[src/rtl/cia_pipe_adder_pkg.sv]
// Shared ALU definitions: carry-increment group width, group-count helper and
// the result-flag bundle consumed by the ALU result mux.
package cia_pipe_adder_pkg;

  localparam int GRP_W = 4;

  typedef struct packed {
    logic cout;
    logic ovf;
    logic zero;
  } res_flags_t;

  function automatic int num_groups(input int width);
    return width / GRP_W;
  endfunction

endpackage

[src/rtl/cia_grp_incr.sv]
// 4-bit group incrementer: adds the resolved group carry-in to a raw group sum.
module cia_grp_incr (
  input  logic [3:0] val_i,
  input  logic       inc_i,
  output logic [3:0] sum_o,
  output logic       carry_o
);

  assign {carry_o, sum_o} = {1'b0, val_i} + {4'b0000, inc_i};

endmodule

[src/rtl/cia_pipe_adder.sv]
// Two-stage pipelined carry-increment adder: stage 1 forms raw group sums,
// stage 2 resolves the group carry chain and increments each group.
module cia_pipe_adder
  import cia_pipe_adder_pkg::*;
#(
  parameter int WIDTH = 32
) (
  input  logic             clk,
  input  logic             rst_n,
  input  logic             in_valid,
  output logic             in_ready,
  input  logic [WIDTH-1:0] a,
  input  logic [WIDTH-1:0] b,
  input  logic             cin,
  output logic             out_valid,
  input  logic             out_ready,
  output logic [WIDTH-1:0] sum,
  output logic             cout,
  output logic             ovf,
  output logic             zero
);

  localparam int G = num_groups(WIDTH);

  logic             s1_valid_q, s2_valid_q;
  logic [WIDTH-1:0] s0_q, s0_d;
  logic [G-1:0]     k_q, k_d;
  logic             a_msb_q, b_msb_q;
  logic [WIDTH-1:0] sum_q, sum_d;
  res_flags_t       flags_q, flags_d;
  logic [G:0]       c;
  logic [G-1:0]     inc_carry;
  logic             adv1, adv2;

  assign adv2     = s1_valid_q & (~s2_valid_q | out_ready);
  assign in_ready = ~s1_valid_q | adv2;
  assign adv1     = in_valid & in_ready;

  // cin is folded into group 0 in stage 1, so the stage-2 chain starts at 0.
  assign c[0] = 1'b0;

  genvar g;
  generate
    for (g = 0; g < G; g++) begin : g_grp
      logic [GRP_W:0] r;

      assign r = {1'b0, a[GRP_W*g +: GRP_W]} + {1'b0, b[GRP_W*g +: GRP_W]}
               + ((g == 0) ? {4'b0000, cin} : 5'b00000);
      assign s0_d[GRP_W*g +: GRP_W] = r[GRP_W-1:0];
      assign k_d[g]                 = r[GRP_W];

      cia_grp_incr u_incr (
        .val_i  (s0_q[GRP_W*g +: GRP_W]),
        .inc_i  (c[g]),
        .sum_o  (sum_d[GRP_W*g +: GRP_W]),
        .carry_o(inc_carry[g])
      );

      // Generate and increment-carry are mutually exclusive, so OR is exact.
      assign c[g+1] = k_q[g] | inc_carry[g];
    end
  endgenerate

  always_comb begin
    flags_d      = '0;
    flags_d.cout = c[G];
    flags_d.ovf  = (a_msb_q == b_msb_q) & (sum_d[WIDTH-1] != a_msb_q);
    flags_d.zero = ~|sum_d;
  end

  always_ff @(posedge clk) begin
    if (!rst_n) begin
      s1_valid_q <= 1'b0;
      s2_valid_q <= 1'b0;
      s0_q       <= '0;
      k_q        <= '0;
      a_msb_q    <= 1'b0;
      b_msb_q    <= 1'b0;
      sum_q      <= '0;
      flags_q    <= '0;
    end else begin
      s1_valid_q <= adv1 | (s1_valid_q & ~adv2);
      if (adv1) begin
        s0_q    <= s0_d;
        k_q     <= k_d;
        a_msb_q <= a[WIDTH-1];
        b_msb_q <= b[WIDTH-1];
      end
      if (adv2) begin
        s2_valid_q <= 1'b1;
        sum_q      <= sum_d;
        flags_q    <= flags_d;
      end else if (out_ready) begin
        s2_valid_q <= 1'b0;
      end
    end
  end

  assign out_valid = s2_valid_q;
  assign sum       = sum_q;
  assign cout      = flags_q.cout;
  assign ovf       = flags_q.ovf;
  assign zero      = flags_q.zero;

endmodule

[config.mk]
export PLATFORM = sky130hd
export DESIGN_NAME = cia_pipe_adder
export DESIGN_NICKNAME = d
export VERILOG_FILES = /design/src/rtl/cia_pipe_adder_pkg.sv /design/src/rtl/cia_grp_incr.sv /design/src/rtl/cia_pipe_adder.sv
export SDC_FILE = /design/constraint.sdc
export NUM_CORES = 1
export LEC_CHECK = 0
export CAP_MARGIN = 20
export CORE_ASPECT_RATIO = 0.8
export CORE_MARGIN = 4
export CORE_UTILIZATION = 50
export CTS_BUF_LIST = sky130_fd_sc_hd__clkbuf_8
export DETAILED_ROUTE_END_ITERATION = 8
export GPL_TIMING_DRIVEN = 0
export PLACE_DENSITY = 0.8
export SYNTH_ARGS = -nofsm -noshare
export SYNTH_HDL_FRONTEND = slang
export SYNTH_HIERARCHICAL = 1
export SYNTH_SLANG_ARGS = --single-unit
[constraint.sdc]
create_clock -name clk -period 8.45 [get_ports clk]
set_input_delay 1.2675 -clock clk [delete_from_list [all_inputs] [get_ports clk]]
set_output_delay 1.2675 -clock clk [all_outputs]
set_load 0.01 [all_outputs]
# Word level (Yosys, flattened, before mapping)
# Cells that the tools add are included.
# Widths: inputs -> output; s select.
# classes
reduce_logical	3
n_eq_ne	2
muxes	2
add_sub_neg	16
bitwise	17
# op_table
op	n
$add 4x4->5	8
$add 4x1->5	7
$reduce_or 32->1	1
$or 1x1->1	10
$add 5x1->5	1
$and 1x1->1	4
$not 1->1	3
$mux 1	2
$reduce_bool 2->1	1
$eq 1x1->1	1
$logic_not 1->1	1
$ne 1x1->1	1
# totals
word_cells	50
regBits	79
input_bits	69
output_inout_bits	37

# Longest topological paths before layout
# depth
depth_word	15
depth_mapped	35
ltp_nobuf	35

# Cells and area by module
# The synthesis kept the hierarchy.
# modules_own_cells
mod	cells_each	instances	seq_area_each_um2	area_each_um2
cia_pipe_adder	461	1	1581.5	4023.9
cia_grp_incr	6	8	0.0	60.1

# Worst setup path before layout
# OpenSTA, ideal clock, no wires.
# synth_path
path_kind	register -> register
startpoint	register k_q[0]
endpoint	register flags_q (netlist bit zero)
setup_ps	69
synth_period_minus_slack_ps	7038
path_slack_ps	1412
path_stages_with_launch	33
t_arrival_ps	6969
cell_sequence	dfxtp_1 -> or2_2 -> ha_1 -> ha_1 -> and3_2 -> or2_2 -> ha_1 -> ha_1 -> and3_2 -> or2_2 -> ha_1 -> ha_1 -> and3_2 -> or2_2 -> ha_1 -> ha_1 -> and3_2 -> or2_2 -> ha_1 -> ha_1 -> and3_2 -> or2_2 -> ha_1 -> ha_1 -> and3_2 -> or2_2 -> ha_1 -> ha_1 -> xor2_1 -> nor4b_1 -> nand4_1 -> or4_1 -> o21ai_1
# synth_between
elab_chain_cells	15
# synth_rtl
item	line	rtl
start, declared	cia_pipe_adder.sv:27	logic [G-1:0] k_q, k_d;
start signal, assigned	cia_pipe_adder.sv:85	k_q <= k_d;
$add 4x1->5	cia_grp_incr.sv:9	assign {carry_o, sum_o} = {1'b0, val_i} + {4'b0000, inc_i};
net inc_carry[1]	cia_pipe_adder.sv:32	logic [G-1:0] inc_carry;
$or 1x1->1	cia_pipe_adder.sv:60	assign c[g+1] = k_q[g] | inc_carry[g];
net c[2]	cia_pipe_adder.sv:31	logic [G:0] c;
$add 4x1->5	cia_grp_incr.sv:9	
net inc_carry[2]	cia_pipe_adder.sv:32	
$or 1x1->1	cia_pipe_adder.sv:60	
net c[3]	cia_pipe_adder.sv:31	
(+1 left out)	--	
net inc_carry[3]	cia_pipe_adder.sv:32	
(+1 left out)	--	
net c[4]	cia_pipe_adder.sv:31	
(+1 left out)	--	
net inc_carry[4]	cia_pipe_adder.sv:32	
(+1 left out)	--	
net c[5]	cia_pipe_adder.sv:31	
(+1 left out)	--	
net inc_carry[5]	cia_pipe_adder.sv:32	
(+1 left out)	--	
net c[6]	cia_pipe_adder.sv:31	
$add 4x1->5	cia_grp_incr.sv:9	
net inc_carry[6]	cia_pipe_adder.sv:32	
$or 1x1->1	cia_pipe_adder.sv:60	
net c[7]	cia_pipe_adder.sv:31	
$add 4x1->5	cia_grp_incr.sv:9	
net sum_d[30]	cia_pipe_adder.sv:29	logic [WIDTH-1:0] sum_q, sum_d;
$reduce_or 32->1	cia_pipe_adder.sv:68	flags_d.zero = ~|sum_d;
$logic_not 1->1	cia_pipe_adder.sv:68	
end signal, assigned	cia_pipe_adder.sv:92	flags_q <= flags_d;
end, declared	cia_pipe_adder.sv:30	res_flags_t flags_q, flags_d;
# The timed path passes the listed nets, and every way through them passes these cells.
# A chain may end at the register's enable or synchronous reset.

# Worst setup path in the final report
# Same ends and word-level chain as after synthesis.

==> impl_summary.md <==
Yosys
The share of Yosys cell area claimed by the top area cell type is 35.1%. The proportion of register bits with asynchronous set or reset after synthesis is 0%. The average instance in the mapped netlist occupies 8.85 um^2.

The number of enable-type register cells in the synthesized netlist is 0. The synthesized netlist occupies a cell area of 0.00450 mm^2. The sequential fraction of the synthesis area is 35.1%. The count of yosys warnings during synthesis is 6.

After synthesis, the netlist uses 38 different library cells. When the netlist entered floorplanning its net count stood at 634. Counting flops and latches in the post-synthesis netlist gives 79. The number of instances in the synthesized netlist is 509. Sorting the synthesized cells by how often they occur yields 117 x sky130_fd_sc_hd__nand2_1, 79 x sky130_fd_sc_hd__dfxtp_1, 52 x sky130_fd_sc_hd__a21boi_0, 47 x sky130_fd_sc_hd__ha_1, 26 x sky130_fd_sc_hd__inv_1. The library cell with the highest instance count after synthesis is sky130_fd_sc_hd__nand2_1.

Among all flip-flop cells after synthesis, the most frequent one is sky130_fd_sc_hd__dfxtp_1. sky130_fd_sc_hd__dfxtp_1 takes more of the synthesized area than any other cell. By area the synthesized netlist is led by sky130_fd_sc_hd__dfxtp_1 35%, sky130_fd_sc_hd__ha_1 13%, sky130_fd_sc_hd__nand2_1 9.8%, sky130_fd_sc_hd__a21boi_0 8.7%, sky130_fd_sc_hd__fa_1 4.0%.

Clocking
In this run the post-CTS setup repair buffer count came out at 0. The clock reaches the later pin of the worst-skew pair after 0.35 ns. The number of buffers created by CTS is 9. Counting every sink on the clock net gives 79. The CTS tree is done. The tree is rooted in a sky130_fd_sc_hd__clkbuf_8. No sink is reached through more buffers than the 2 on the longest clock path. After clock tree synthesis, the clock-pin slew on the worst setup and hold paths is 0.08 ns. In this run, post-CTS repair resized a total of 0 instances. The H-tree was split into 3 levels. After clock tree synthesis, the flow added hold-fix buffers numbering 0.

Drt
The routed length per placed instance is 16.8 um. The via count is 4,139. The routed design has 12.4 mm of wire. The number of design rule violations left after detail routing is 0. The first-iteration detailed-routing DRC count is 278. The residual antenna-violating net count after detailed routing is 0. The average via count per standard cell is 5.59. The iteration count of the initial detailed-routing pass is 5.

Floorplan
The floorplan has 30 rows. The total core area is 0.00863 mm^2. For this configuration, the core starts out at a cell density of 52.2%. The vertical die dimension is 92.9 um. The die is 114 um wide.

The top-level I/O count is 106. The die covers 0.0106 mm^2.

STA
The post-route minimum period is 7.94 ns. The actual transition at the worst max-transition pin is 0.665 ns. Setup repair after global routing left no endpoint under its margin. Adding up every negative setup slack in the final design gives 0 ns. The worst hold-check slack is 0.464 ns. The number of pins with negative max-slew slack in the final report is 0.

The final clock skew is 0.0104 ns. The final setup violation count is 0. Timing would allow up to 0.126 GHz.

The share of the clock period used by the worst path is 94.0%. The number of failing hold endpoints at the final stage came to 0. The worst-case headroom to the max-slew limit is 55.7%.

Run
The tool flagged a number of max-cap violations equal to 0.

Finish
From synthesis to final layout, the design area changed by 31.9%. Across the whole layout, storage elements account for 0.00158 mm^2. The final design area excluding fillers is 0.00594 mm^2.

The number of antenna diodes in the final layout is 0. The net count of the finished layout is 750. After filler insertion, the fill cell instance count of the layout stands at 736. The total area of multi-input combinational cells is 0.00271 mm^2. The share of the core filled with cells is 68.8%. In the final layout, the share of cells above drive strength 1 is 9.38%.

Setup path
The kind of cell adding the most delay to the critical path is simple AND/OR/NAND/NOR gates. The library cell contributing the largest single delay on the critical path is sky130_fd_sc_hd__or4_1. The maximum fanout encountered on the critical timing path is 2. The maximum cell stage delay along the critical path is 0.55 ns. The most used cell along the critical path is sky130_fd_sc_hd__ha_1. The combined buffer and inverter count along the critical path is 0. STA classifies the critical path endpoint as a flip-flop. The startpoint-to-endpoint class of the critical path is flip-flop to flip-flop. At the worst endpoint, the arrival time is 8.24 ns. The category of the worst setup path launch point is a flip-flop. The endpoint required time on the critical path is 8.74 ns.

Place
The placed cell area is 0.00570 mm^2. The number of buffers added on ports is 105. Routability-driven placement finished with a final weighted congestion of 0.827. Detailed placement finished with a half-perimeter wire length of 9.52 mm.

Global routing
The number of global-route vias before repair is 4,197. The pin count of the biggest net entering global routing is 13. The all-layer global routing usage is 24.0%. The first global-routing pass estimated 20.1 mm of wire. For this run the aggregate overflow at the end of global routing stands at 0. The initial antenna violation count is 0.

Power
The overall power after layout is 966 uW. The static leakage is 2.60 nW. The total power per unit cell area is 163 mW/mm^2. The largest voltage drop on the vdd net is 0.0939 mV.

Worst hold path
The path class of the lowest-slack min-delay path is flip-flop to flip-flop.

Run status
The flow ran to the end, and the final reports show no timing, DRC or antenna violations.
==> layout make-up <==
type	count	area share, %
multi-input combinational	378	45.6
sequential	79	26.6
timing repair buffer	105	17.7
clock buffer	11	2.55
tap	112	2.36
buffer	26	1.96
inverter	26	1.64
clock inverter	4	1.58
==> layer usage <==
layer	vias up	wire length (um)	global-route usage [%]	share of wire (%)
li1	1983	-	-	-
met2	169	5930	39.8	48
met4	0	203	7.52	1.6
met3	17	1070	6.92	8.6
met1	1970	5210	30.0	42
met5	-	0	0	0
==> power by group <==
part / internal, mW / switching [mW] / leakage [nW] / total [mW]
clock network: 0.210 / 0.134 / 0.127 / 0.344
logic: 0.104 / 0.101 / 1.82 / 0.205
registers: 0.397 / 0.0198 / 0.648 / 0.417
total: 0.711 / 0.255 / 2.60 / 0.966
==> sequential cells by signal, indices dropped and copies added (netlist names) <==
signal and flops:
s0_q 32, sum 32, zero 1, b_msb_q 1
out_valid 1, s1_valid_q 1, k_q 8, a_msb_q 1
ovf 1, cout 1
==> tightest hold or removal path, stage by stage (launching register included) <==
cell and delay (ns):
sky130_fd_sc_hd__dfxtp_1 0.31, sky130_fd_sc_hd__nand2_1 0.04, sky130_fd_sc_hd__a21boi_0 0.06
==> cell families after synthesis <==
kind of cell	after synthesis	synth area share, %
flip-flops	79	35.1
AND/OR/NAND/NOR	179	20.0
other	1	0.0833
AO/OA/AOI/OAI	118	18.3
buffers and inverters	52	4.75
XOR/XNOR	24	4.67
adder cells (fa/ha/maj)	56	17.1
==> cell usage in the layout, fill, tap and decap left out, types with 9 or more instances in the layout <==
| cell | instances |
|---|---|
| sky130_fd_sc_hd__nand4_1 | 10 |
| sky130_fd_sc_hd__nand2_1 | 117 |
| sky130_fd_sc_hd__inv_1 | 27 |
| sky130_fd_sc_hd__fa_1 | 9 |
| sky130_fd_sc_hd__a21o_1 | 16 |
| sky130_fd_sc_hd__clkdlybuf4s50_1 | 105 |
| sky130_fd_sc_hd__ha_1 | 47 |
| sky130_fd_sc_hd__dfxtp_1 | 79 |
| sky130_fd_sc_hd__a21oi_1 | 24 |
| sky130_fd_sc_hd__xnor2_1 | 16 |
| sky130_fd_sc_hd__a21boi_0 | 52 |
| sky130_fd_sc_hd__clkbuf_8 | 11 |
| sky130_fd_sc_hd__buf_2 | 11 |
| sky130_fd_sc_hd__o211a_1 | 9 |
| sky130_fd_sc_hd__clkbuf_1 | 12 |
==> metrics by stage <==
stage | setup slack [ns] | std cells
3_3_place_gp | 0.761 | 726
2_1_floorplan | 1.41 | 509
6_report | 0.507 | 741
5_1_grt | 0.287 | 741
3_5_place_dp | 0.681 | 726
4_1_cts | 0.589 | 741
==> path summary, 6_finish.rpt <==
path	start	end	slack (ns)	depth (start not counted)
max reg2reg	k_q[0]	zero	0.51	32
min	sum[28]	sum[28]	0.46	2
max	k_q[0]	zero	0.51	32
min reg2reg	sum[28]	sum[28]	0.46	2
(Power assumes the default switching activity.)
